## src/rtl/ddr3_ring_sched_pkg.sv

```systemverilog
// Shared definitions for the DDR3 ring scheduler: FSM encoding and address math.
// Pure declarations; no timing of its own.
// Not applicable (no handshakes live here).
package ddr3_ring_sched_pkg;

  typedef enum logic [2:0] {
    ST_INIT,
    ST_IDLE,
    ST_ARB,
    ST_ISSUE,
    ST_WAIT
  } state_t;

  // Bytes moved by one burst.
  function automatic int burst_bytes(input int burst_len, input int data_width);
    return burst_len * data_width / 8;
  endfunction

  // Byte address where channel ch's ring region begins.
  function automatic logic [63:0] region_base(input logic [1:0] ch, input int region_log2,
                                              input int bb);
    return (64'(ch) << region_log2) * 64'(bb);
  endfunction

endpackage

```

## src/rtl/ddr3_ring_sched_if.sv

```systemverilog
// Burst-engine command bus between the scheduler (master) and the shared burst engine (slave).
// Wires only; no latency.
// The engine holds off the scheduler simply by not pulsing burst_done_i.
interface ddr3_ring_sched_if #(
  parameter int ADDR_WIDTH = 31
) ();
  logic                  burst_start_o;
  logic                  burst_wr_o;
  logic [1:0]            burst_ch_o;
  logic [ADDR_WIDTH-1:0] burst_addr_o;
  logic                  burst_done_i;

  modport master (
    output burst_start_o, burst_wr_o, burst_ch_o, burst_addr_o,
    input  burst_done_i
  );

  modport slave (
    input  burst_start_o, burst_wr_o, burst_ch_o, burst_addr_o,
    output burst_done_i
  );
endinterface

```

## src/rtl/ddr3_ring_sched_rr_arb4.sv

```systemverilog
// Four-way round-robin selector: searches from last+1 upward (mod 4) for the first request.
// Purely combinational, zero latency.
// No backpressure; vld low means no request is pending.
module rr_arb4 (
  input  logic [3:0] req,
  input  logic [1:0] last,
  output logic [1:0] grant,
  output logic       vld
);

  // Walk the candidates farthest-first so the nearest one after last overwrites the result.
  always_comb begin
    logic [1:0] idx;
    grant = last;
    vld   = 1'b0;
    idx   = 2'd0;
    for (int i = 4; i >= 1; i--) begin
      idx = last + 2'(i);
      if (req[idx]) begin
        grant = idx;
        vld   = 1'b1;
      end
    end
  end

endmodule

```

## src/rtl/ddr3_ring_sched.sv

```systemverilog
// Schedules per-channel write/read bursts between stream FIFOs and DDR3 ring regions.
// Eligible request in IDLE -> burst_start_o two cycles later (ARB, ISSUE); one burst in flight.
// Waits in WAIT for burst_done_i; channels are eligible only when their FIFO and ring allow.
module ddr3_ring_sched
  import ddr3_ring_sched_pkg::*;
#(
  parameter int CHANNEL_NUM        = 4,
  parameter int C_M_AXI_BURST_LEN  = 16,
  parameter int C_M_AXI_DATA_WIDTH = 512,
  parameter int C_M_AXI_ADDR_WIDTH = 31,
  parameter int REGION_LOG2        = 19
) (
  input  logic                                  sys_clk_i,
  input  logic                                  rst_i,
  input  logic                                  phy_init_done,
  input  logic [CHANNEL_NUM-1:0]                us_ready_i,
  input  logic [CHANNEL_NUM-1:0]                ds_ready_i,
  ddr3_ring_sched_if.master                     bus,
  output logic [CHANNEL_NUM*(REGION_LOG2+1)-1:0] ring_count_o,
  output logic                                  busy_o
);

  localparam int PW = REGION_LOG2 + 1;
  localparam int BB = burst_bytes(C_M_AXI_BURST_LEN, C_M_AXI_DATA_WIDTH);
  localparam logic [PW-1:0] FULL_CNT = {1'b1, {REGION_LOG2{1'b0}}};

  state_t          state, state_nxt;
  logic [PW-1:0]   wr_ptr [4];
  logic [PW-1:0]   rd_ptr [4];
  logic [PW-1:0]   count  [4];
  logic [3:0]      wr_elig, rd_elig;
  logic            last_dir_wr;
  logic [1:0]      last_win_wr, last_win_rd;
  logic [1:0]      gnt_wr, gnt_rd;
  logic            vld_wr, vld_rd;
  logic            sel_wr;
  logic [1:0]      sel_ch;
  logic [PW-1:0]   sel_ptr;
  logic [63:0]     sel_addr;

  // Ring occupancy and per-channel eligibility from the live pointers.
  always_comb begin
    wr_elig = '0;
    rd_elig = '0;
    for (int c = 0; c < 4; c++) begin
      count[c]   = wr_ptr[c] - rd_ptr[c];
      wr_elig[c] = us_ready_i[c] && (count[c] != FULL_CNT);
      rd_elig[c] = ds_ready_i[c] && (count[c] != '0);
    end
  end

  rr_arb4 u_arb_wr (.req(wr_elig), .last(last_win_wr), .grant(gnt_wr), .vld(vld_wr));
  rr_arb4 u_arb_rd (.req(rd_elig), .last(last_win_rd), .grant(gnt_rd), .vld(vld_rd));

  // Direction pick (alternate when both directions compete) and the resulting byte address.
  always_comb begin
    sel_wr   = vld_wr && (!vld_rd || !last_dir_wr);
    sel_ch   = sel_wr ? gnt_wr : gnt_rd;
    sel_ptr  = sel_wr ? wr_ptr[sel_ch] : rd_ptr[sel_ch];
    sel_addr = region_base(sel_ch, REGION_LOG2, BB)
             + 64'(sel_ptr[REGION_LOG2-1:0]) * 64'(BB);
  end

  // Next-state and decoded outputs.
  always_comb begin
    state_nxt         = state;
    bus.burst_start_o = 1'b0;
    busy_o            = 1'b1;
    case (state)
      ST_INIT: begin
        busy_o = 1'b0;
        if (phy_init_done) state_nxt = ST_IDLE;
      end
      ST_IDLE: begin
        busy_o = 1'b0;
        if (|wr_elig || |rd_elig) state_nxt = ST_ARB;
      end
      ST_ARB:   state_nxt = (vld_wr || vld_rd) ? ST_ISSUE : ST_IDLE;
      ST_ISSUE: begin
        bus.burst_start_o = 1'b1;
        state_nxt         = ST_WAIT;
      end
      ST_WAIT:  if (bus.burst_done_i) state_nxt = ST_IDLE;
      default:  state_nxt = ST_INIT;
    endcase
  end

  // State register.
  always_ff @(posedge sys_clk_i or posedge rst_i) begin
    if (rst_i) state <= ST_INIT;
    else       state <= state_nxt;
  end

  // Latch the winning burst in ARB; it stays put until the next ARB.
  always_ff @(posedge sys_clk_i or posedge rst_i) begin
    if (rst_i) begin
      bus.burst_wr_o   <= 1'b0;
      bus.burst_ch_o   <= 2'd0;
      bus.burst_addr_o <= '0;
      last_dir_wr      <= 1'b0;
      last_win_wr      <= 2'd3;
      last_win_rd      <= 2'd3;
    end else if (state == ST_ARB && (vld_wr || vld_rd)) begin
      bus.burst_wr_o   <= sel_wr;
      bus.burst_ch_o   <= sel_ch;
      bus.burst_addr_o <= sel_addr[C_M_AXI_ADDR_WIDTH-1:0];
      last_dir_wr      <= sel_wr;
      if (sel_wr) last_win_wr <= gnt_wr;
      else        last_win_rd <= gnt_rd;
    end
  end

  // Advance the owning pointer when the engine reports completion.
  always_ff @(posedge sys_clk_i or posedge rst_i) begin
    if (rst_i) begin
      for (int c = 0; c < 4; c++) begin
        wr_ptr[c] <= '0;
        rd_ptr[c] <= '0;
      end
    end else if (state == ST_WAIT && bus.burst_done_i) begin
      if (bus.burst_wr_o) wr_ptr[bus.burst_ch_o] <= wr_ptr[bus.burst_ch_o] + PW'(1);
      else                rd_ptr[bus.burst_ch_o] <= rd_ptr[bus.burst_ch_o] + PW'(1);
    end
  end

  // Registered copy of the occupancies, one cycle behind the pointers.
  always_ff @(posedge sys_clk_i or posedge rst_i) begin
    if (rst_i) ring_count_o <= '0;
    else
      for (int c = 0; c < 4; c++) ring_count_o[c*PW +: PW] <= count[c];
  end

endmodule

```

## src/flat_wrapper.sv

```systemverilog
// flat-port wrapper written by rule: the top's interface ports become plain ports
module ddr3_ring_sched_flat import ddr3_ring_sched_pkg::*;
#(
  parameter int CHANNEL_NUM        = 4,
  parameter int C_M_AXI_BURST_LEN  = 16,
  parameter int C_M_AXI_DATA_WIDTH = 512,
  parameter int C_M_AXI_ADDR_WIDTH = 31,
  parameter int REGION_LOG2        = 19
)
  (sys_clk_i, rst_i, phy_init_done, us_ready_i, ds_ready_i, ring_count_o, busy_o, bus_burst_start_o, bus_burst_wr_o, bus_burst_ch_o, bus_burst_addr_o, bus_burst_done_i);
  ddr3_ring_sched_if #(.ADDR_WIDTH((31))) bus_i ();
  input  logic sys_clk_i;
  input  logic rst_i;
  input  logic phy_init_done;
  input  logic [CHANNEL_NUM-1:0] us_ready_i;
  input  logic [CHANNEL_NUM-1:0] ds_ready_i;
  output logic [CHANNEL_NUM*(REGION_LOG2+1)-1:0] ring_count_o;
  output logic busy_o;
  output wire logic [$bits(bus_i.burst_start_o)-1:0] bus_burst_start_o;
  output wire logic [$bits(bus_i.burst_wr_o)-1:0] bus_burst_wr_o;
  output wire logic [$bits(bus_i.burst_ch_o)-1:0] bus_burst_ch_o;
  output wire logic [$bits(bus_i.burst_addr_o)-1:0] bus_burst_addr_o;
  input wire logic [$bits(bus_i.burst_done_i)-1:0] bus_burst_done_i;
  assign bus_burst_start_o = bus_i.burst_start_o;
  assign bus_burst_wr_o = bus_i.burst_wr_o;
  assign bus_burst_ch_o = bus_i.burst_ch_o;
  assign bus_burst_addr_o = bus_i.burst_addr_o;
  assign bus_i.burst_done_i = bus_burst_done_i;
  ddr3_ring_sched #(.CHANNEL_NUM(CHANNEL_NUM), .C_M_AXI_BURST_LEN(C_M_AXI_BURST_LEN), .C_M_AXI_DATA_WIDTH(C_M_AXI_DATA_WIDTH), .C_M_AXI_ADDR_WIDTH(C_M_AXI_ADDR_WIDTH), .REGION_LOG2(REGION_LOG2)) u_core (.sys_clk_i(sys_clk_i), .rst_i(rst_i), .phy_init_done(phy_init_done), .us_ready_i(us_ready_i), .ds_ready_i(ds_ready_i), .bus(bus_i), .ring_count_o(ring_count_o), .busy_o(busy_o));
endmodule
```

## config.mk

```make
export PLATFORM = sky130hd
export DESIGN_NAME = ddr3_ring_sched_flat
export DESIGN_NICKNAME = d
export VERILOG_FILES = /design/src/rtl/ddr3_ring_sched_pkg.sv /design/src/rtl/ddr3_ring_sched_if.sv /design/src/rtl/ddr3_ring_sched_rr_arb4.sv /design/src/rtl/ddr3_ring_sched.sv /design/src/flat_wrapper.sv
export SDC_FILE = /design/constraint.sdc
export NUM_CORES = 1
export LEC_CHECK = 0
export ABC_AREA = 1
export CAP_MARGIN = 10
export CORE_MARGIN = 4
export CORE_UTILIZATION = 45
export CTS_CLUSTER_SIZE = 16
export DETAILED_ROUTE_END_ITERATION = 10
export GPL_TIMING_DRIVEN = 0
export PLACE_DENSITY = 0.67
export SLEW_MARGIN = 10
export SYNTH_ARGS = -nofsm -noshare
export SYNTH_HDL_FRONTEND = slang
export SYNTH_SLANG_ARGS = --single-unit
export TNS_END_PERCENT = 100
```

## constraint.sdc

```tcl
create_clock -name sys_clk_i -period 12.53 [get_ports sys_clk_i]
set_input_delay 1.8795 -clock sys_clk_i [delete_from_list [all_inputs] [get_ports sys_clk_i]]
set_output_delay 1.8795 -clock sys_clk_i [all_outputs]
set_load 0.02 [all_outputs]
```

Yosys cells after proc, flatten, opt, wreduce, memory -nomap -nowiden
Index checks and enable logic that the tools add are counted.

storage, ports and cells
  register bits = 281

operators by class
  add/sub/neg operators = 13
  $lt $le $gt $ge = 11
  eq/ne operators = 11
  mux-type cells = 55
  bitwise operators = 4
  reduce and logical (&&, ||, !) cells = 30

operator list
  kind                     number
  $bmux W20 S2             4
  $bwmux W80               2
  $mux W20                 5
  $mux W19                 5
  $ne A20 B20 Y1 const B   4
  $reduce_bool A20 Y1      4
  $sub A20 B20 Y20         4
  $add A20 B1 Y20 const B  2
  $demux W20 S2            1
  $add A31 B29 Y31         1
  $lt A2 B3 Y1 const B     8
  $mux W1                  18
  $bmux W1 S2              8
  $mux W2                  8
  $pmux W3 S5              1
  $logic_and A1 B1 Y1      12
  $mux W3                  3
  $add A2 B2 Y2 const B    4
  $reduce_and A2 Y1        4
  $reduce_or A4 Y1         2
  $eq A3 B2 Y1 const B     2
  $ge A3 B3 Y1 const B     2
  $not A2 Y3               2
  $add A2 B1 Y2 const B    2
  11 further kinds         16

Longest topological paths before layout
  depth after elaboration = 19
  mapped depth = 33

Modules after synthesis
A second synthesis with hierarchy kept.

second synthesis, totals
  cell total of the unflattened synthesis = 2700
  area, all modules = 18457.7 um2

by module, submodules not included
  module           times used  cells an instance  area each (um2)  seq. area each (um2)
  ddr3_ring_sched  1           2606               17974.7          6736.5
  rr_arb4          2           47                 241.5            0.0

Least setup slack after synthesis
No wires, ideal clock.

  kind = input-to-reg
  start = in ds_ready_i[0]
  end = reg u_core.bus.burst_addr_o[11]
  setup time = 0.124 ns
  data arrival time = 3.134 ns
  data required time = 12.406 ns
  slack = 9.271 ns
  stages on the path = 15
  path buffers = 2
  cells stage by stage = nand2_1 -> o21ai_1 -> nand2_1 -> nand2_1 -> clkinv_1 -> nand2_1 -> nand2_1 -> nand3_2 -> buf_4 -> buf_2 -> nand3_1 -> nand3_1 -> nand2_1 -> nand2_1 -> nand3_1

on the way
  word-level cells in the longest chain between the ends = 17
  elaborated cells on any way between the ends = 31

ends and longest elaborated chain
  element                                       RTL line                       text
  start, declared                               flat_wrapper.sv:16             input logic [CHANNEL_NUM-1:0] ds_ready_i;
  $logic_and A1 B1 Y1 (*)                       ddr3_ring_sched.sv:48          rd_elig[c] = ds_ready_i[c] && (count[c] != '0);
  $bmux W1 S2                                   ddr3_ring_sched_rr_arb4.sv:19  if (req[idx]) begin
  $mux W1 (not written as such)                 ddr3_ring_sched_rr_arb4.sv:19
  $mux W1 (4 in series)                         ddr3_ring_sched_rr_arb4.sv:19
  $logic_not A1 Y1                              ddr3_ring_sched.sv:57          sel_wr = vld_wr && (!vld_rd || !last_dir_wr);
  $logic_or A1 B1 Y1                            ddr3_ring_sched.sv:57
  $logic_and A1 B1 Y1                           ddr3_ring_sched.sv:57
  $mux W2                                       ddr3_ring_sched.sv:58          sel_ch = sel_wr ? gnt_wr : gnt_rd;
  $not A2 Y3 (not written as such)              ddr3_ring_sched.sv:59          sel_ptr = sel_wr ? wr_ptr[sel_ch] : rd_ptr[sel_ch];
  $bmux W20 S2                                  ddr3_ring_sched.sv:59
  $mux W19 (not written as such) (2 in series)  ddr3_ring_sched.sv:59
  $mux W19                                      ddr3_ring_sched.sv:59
  $add A31 B29 Y31                              ddr3_ring_sched.sv:61          + 64'(sel_ptr[REGION_LOG2-1:0]) * 64'(BB);
  end signal, assigned                          ddr3_ring_sched.sv:106         bus.burst_addr_o <= sel_addr[C_M_AXI_ADDR_WIDTH-1:0];
  end, declared                                 ddr3_ring_sched_if.sv:14       output burst_start_o, burst_wr_o, burst_ch_o, burst_addr_o,

Every way passes the cells marked *; elsewhere a longest branch is shown, timed or not. The select of a mux whose other input is x is not followed.
A chain may end at the register's enable or synchronous reset.

Worst setup path in the final report
  start = reg u_core.wr_ptr[41] (netlist bit)
  end = reg u_core.bus.burst_addr_o[10]

on the way
  word-level cells in the longest chain between the ends = 19
  elaborated cells on any way between the ends = 50

ends and longest elaborated chain
  element                                       RTL line                       text
  start, declared                               ddr3_ring_sched.sv:28          logic [PW-1:0] wr_ptr [4];
  start signal, assigned by index               ddr3_ring_sched.sv:121         if (bus.burst_wr_o) wr_ptr[bus.burst_ch_o] <= wr_ptr[bus.burst_ch_o] + PW'(1);
  $sub A20 B20 Y20 (*)                          ddr3_ring_sched.sv:46          count[c] = wr_ptr[c] - rd_ptr[c];
  $reduce_bool A20 Y1                           ddr3_ring_sched.sv:48
  $logic_and A1 B1 Y1                           ddr3_ring_sched.sv:48
  $bmux W1 S2                                   ddr3_ring_sched_rr_arb4.sv:19
  $mux W1 (not written as such)                 ddr3_ring_sched_rr_arb4.sv:19
  $mux W1 (4 in series)                         ddr3_ring_sched_rr_arb4.sv:19
  $logic_not A1 Y1                              ddr3_ring_sched.sv:57
  $logic_or A1 B1 Y1                            ddr3_ring_sched.sv:57
  $logic_and A1 B1 Y1                           ddr3_ring_sched.sv:57
  $mux W2                                       ddr3_ring_sched.sv:58
  $not A2 Y3 (not written as such)              ddr3_ring_sched.sv:59
  $bmux W20 S2                                  ddr3_ring_sched.sv:59
  $mux W19 (not written as such) (2 in series)  ddr3_ring_sched.sv:59
  $mux W19                                      ddr3_ring_sched.sv:59
  $add A31 B29 Y31                              ddr3_ring_sched.sv:61

Marked as above.

==> results.toml <==
[synthesis]
mappedNetlistArea_um2 = 18300
synthDistinctLibCells = 56
ys_ff_latch = 269
synth-main-ff-cell = "dfrtp_1"
synth_edf_count = 0
synthDominantCellAreaShare_pct = 36.2
synthArstFlopShare_pct = 100
synth_top_area_cell = "dfrtp_1"
synth_area_leaders = "dfrtp_1 36%, nand2_1 19%, nand3_1 8.7%, inv_1 8.0%, ha_1 5.3%"
synth_cells = 2684
ys_seq_area_share_pct = 36.8
yosysWarnings = 0
avgSynthCellArea_um2 = 6.83

[timing]
setup_ws_ps = 7320
skew_ps = 38.0
holdWs_ps = 491
slew_violations = 0
finalHoldViolations = 0
fmax_mhz = 192
rsz0062_at_grt = "false"
relSlewSlack_pct = 38.7
fin_crit_ps = 5210
fin_crit_sh_pct = 41.6
setup_viol = 0
worstMarginPinSlew_ps = 920

[cts]
clock_latency_ps = 560
post-cts-setup-buffers = 0
cts_tree = "yes"
cts.reportedPaths.clkPinSlew_ps = 60
htree_levels = 2
ctsHoldBuffers = 0
cts_buffers = 34
cts_root_buffer = "clkbuf_16"
cts.sinks = 269
cts_resized = 0
ctsLongestPathBuffers = 3

[grt]
grt_overflow_total = 0
grt_antenna_before_repair = 0
grt_use_total_pct = 31.2
grt_max_degree = 115
grt_pass1_wl_mm = 107
grt_pass1_vias = 17700

[worst_hold_path]
min_path_cells = 2
worstHoldStart = "u_core.rd_ptr[70]"
min_to = "u_core.rd_ptr[70]"
hp-class = "flop to flop"

[placed_design]
dp_hpwl_mm = 56.2
portBuffers = 117
gp_congestion = 0.994
post_dp_cell_area_um2 = 20200
dpl_worst_slack_ps = 7530

[layout]
syn_to_final_growth_pct = 16.4
antenna_cells = 0
fillers = 3960
design_area_um2 = 21300
layout-drive-gt1-share_pct = 5.58
nNetsFinal = 2942

[setup_path]
crit_path_max_incr_delay_ps = 720
worstPathRequired_ps = 12940
endpoint_kind = "flop"
cp_max_fo = 10
crit_family = "simple AND/OR/NAND/NOR gates"
r2r_start = "u_core.wr_ptr[41]"
crit_buf_inv = 4
crit_path_frequent_cell = "nand2_1"
startpoint_type = "flop"
critPathArrivalTime_ps = 5620
r2r_setup_slack_ps = 7320
crit_type = "flop to flop"
critPathSlowestCell = "clkbuf_1"
reg2regPathDepth = 27
r2r_end = "u_core.bus.burst_addr_o[10]"

[pwr]
ir_worst_vdd_uv = 173
power.total_mw = 6.32
p_leak_nw = 11.0
cellPowerDensity_nw_per_um2 = 296

[flow_run]
max_cap_violations = 0

[floorplan]
die_h_um = 210
core_area_um2 = 40000
num_io_pins = 128
die-area_um2 = 44000
die_w_um = 210
initial_core_util_pct = 45.8
num_rows = 73

[detailed_routing]
wl_per_cell_um = 20.7
viasPerCell = 5.56
drc_errors = 0
vias = 18900
wirelength_mm = 70.3
drtPass1Iterations = 6
drtIter0Drc = 1843
ant_nets = 0

[status]
status = "complete, no violations"
==> report_power, final <==
part | switching (mW) | total [mW] | internal (mW)
Sequential | 0.170 | 1.31 | 1.14
Clock | 0.401 | 0.985 | 0.584
Combinational | 2.72 | 4.02 | 1.30
Total | 3.30 | 6.32 | 3.02
==> routing by layer <==
layer  part of all wire (%)  up-vias  track usage (%)
met5                      0        -                0
met4                    3.5        0             10.4
met3                    7.8      152             4.68
met2                     44      801             48.9
met1                     44     9040             44.6
li1                       -     8883                -
==> worst register-to-register path, stage by stage, from the launching register on <==
cell	delay [ps]
dfrtp_1	510
inv_1	160
fa_1	490
inv_1	130
nand2_1	50
nand2_1	70
nand3_1	110
nand2_1	180
nand2_1	90
nand2_1	110
nand3_1	90
nor2_1	160
nand2_1	80
nor2_1	200
nand3_1	370
nand3_1	230
o21ai_1	100
nand2_1	120
nand2_1	70
clkinv_1	60
nand3_1	110
nand3_2	210
clkbuf_1	720
nand3_1	170
nand3_1	170
nand2_1	160
nand2_1	90
nand3_1	70
==> cells by family (layout without fill, tap and decap cells) <==
logic type                 after synthesis  count (layout)  share of synthesized area [%]
AOI/OAI and AO/OA                      339             339                           10.7
xor gates and xnor gates                38              38                           1.86
adders and majority gates               82              82                           5.76
buffers and inverters                  497             672                           10.9
DFF                                    269             269                           36.8
other                                    1              10                         0.0205
and+or+nand+nor                       1458            1458                           34.0
==> synthesized netlist by cell type (all sizes together) (2+ instances only) <==
| master | number |
|---|---|
| xnor2 | 18 |
| dfstp | 4 |
| nor4 | 5 |
| o21bai | 10 |
| a21oi | 78 |
| o21a | 20 |
| nand3b | 17 |
| clkbuf | 38 |
| nand2 | 916 |
| nand4 | 25 |
| a21o | 3 |
| o21ai | 169 |
| ha | 78 |
| fa | 4 |
| a22o | 2 |
| o22ai | 29 |
| a221oi | 16 |
| buf | 55 |
| clkinv | 2 |
| a22oi | 9 |
| nand3 | 324 |
| or2 | 9 |
| xor2 | 20 |
| nor3 | 20 |
| inv | 402 |
| and2 | 6 |
| dfrtp | 265 |
| nor2 | 134 |
==> cell usage in the layout, fill, tap and decap left out, drive strengths merged, types with 25 or more instances in the layout <==
cell | Yosys | final
a21oi | 78 | 78
buf | 55 | 57
clkbuf | 38 | 82
clkdlybuf4s50 | 0 | 117
dfrtp | 265 | 265
ha | 78 | 78
inv | 402 | 403
nand2 | 916 | 916
nand3 | 324 | 324
nand4 | 25 | 25
nor2 | 134 | 134
o21ai | 169 | 169
o22ai | 29 | 29
==> worst max-delay path by stage <==
stage,cells past startpoint,from,to,slack [ps]
2_1_floorplan,1,rst_i,u_core.bus.burst_addr_o[10],3250
3_3_place_gp,2,rst_i,u_core.rd_ptr[14],-160
3_5_place_dp,25,u_core.wr_ptr[41],u_core.bus.burst_addr_o[10],7530
4_1_cts,25,u_core.wr_ptr[41],u_core.bus.burst_addr_o[10],7470
5_1_grt,27,u_core.wr_ptr[41],u_core.bus.burst_addr_o[10],7040
6_report,27,u_core.wr_ptr[41],u_core.bus.burst_addr_o[10],7320
==> final cells by class <==
type	instances	area (um2)	share of cell area, %
plain buffers	93	484	2.27
clock buffers	44	970	4.55
clock inverters	12	116	0.545
inverters	404	1520	7.14
multi-input cells	1927	9620	45.1
flip-flops and latches	269	6740	31.6
well taps	525	657	3.08
repair buffers	119	1230	5.75
==> sequential cells by signal, summed over array words and instances, names as in the netlist <==
name,cells
u_core.last_win_rd,2
u_core.bus.burst_addr_o,20
u_core.rd_ptr,80
u_core.state,3
u_core.last_win_wr,2
u_core.bus.burst_wr_o,1
u_core.bus.burst_ch_o,1
u_core.ring_count_o,80
u_core.wr_ptr,80
==> through the flow <==
stage	instances	utilization [%]	TNS (ps)
3_5_place_dp	3337	50.6	0
6_report	3393	53.3	0
4_1_cts	3393	53.3	0
3_3_place_gp	3335	50.5	-31590
2_1_floorplan	2693	-	0
5_1_grt	3393	53.3	0
Power figures use the tool's default switching activity.
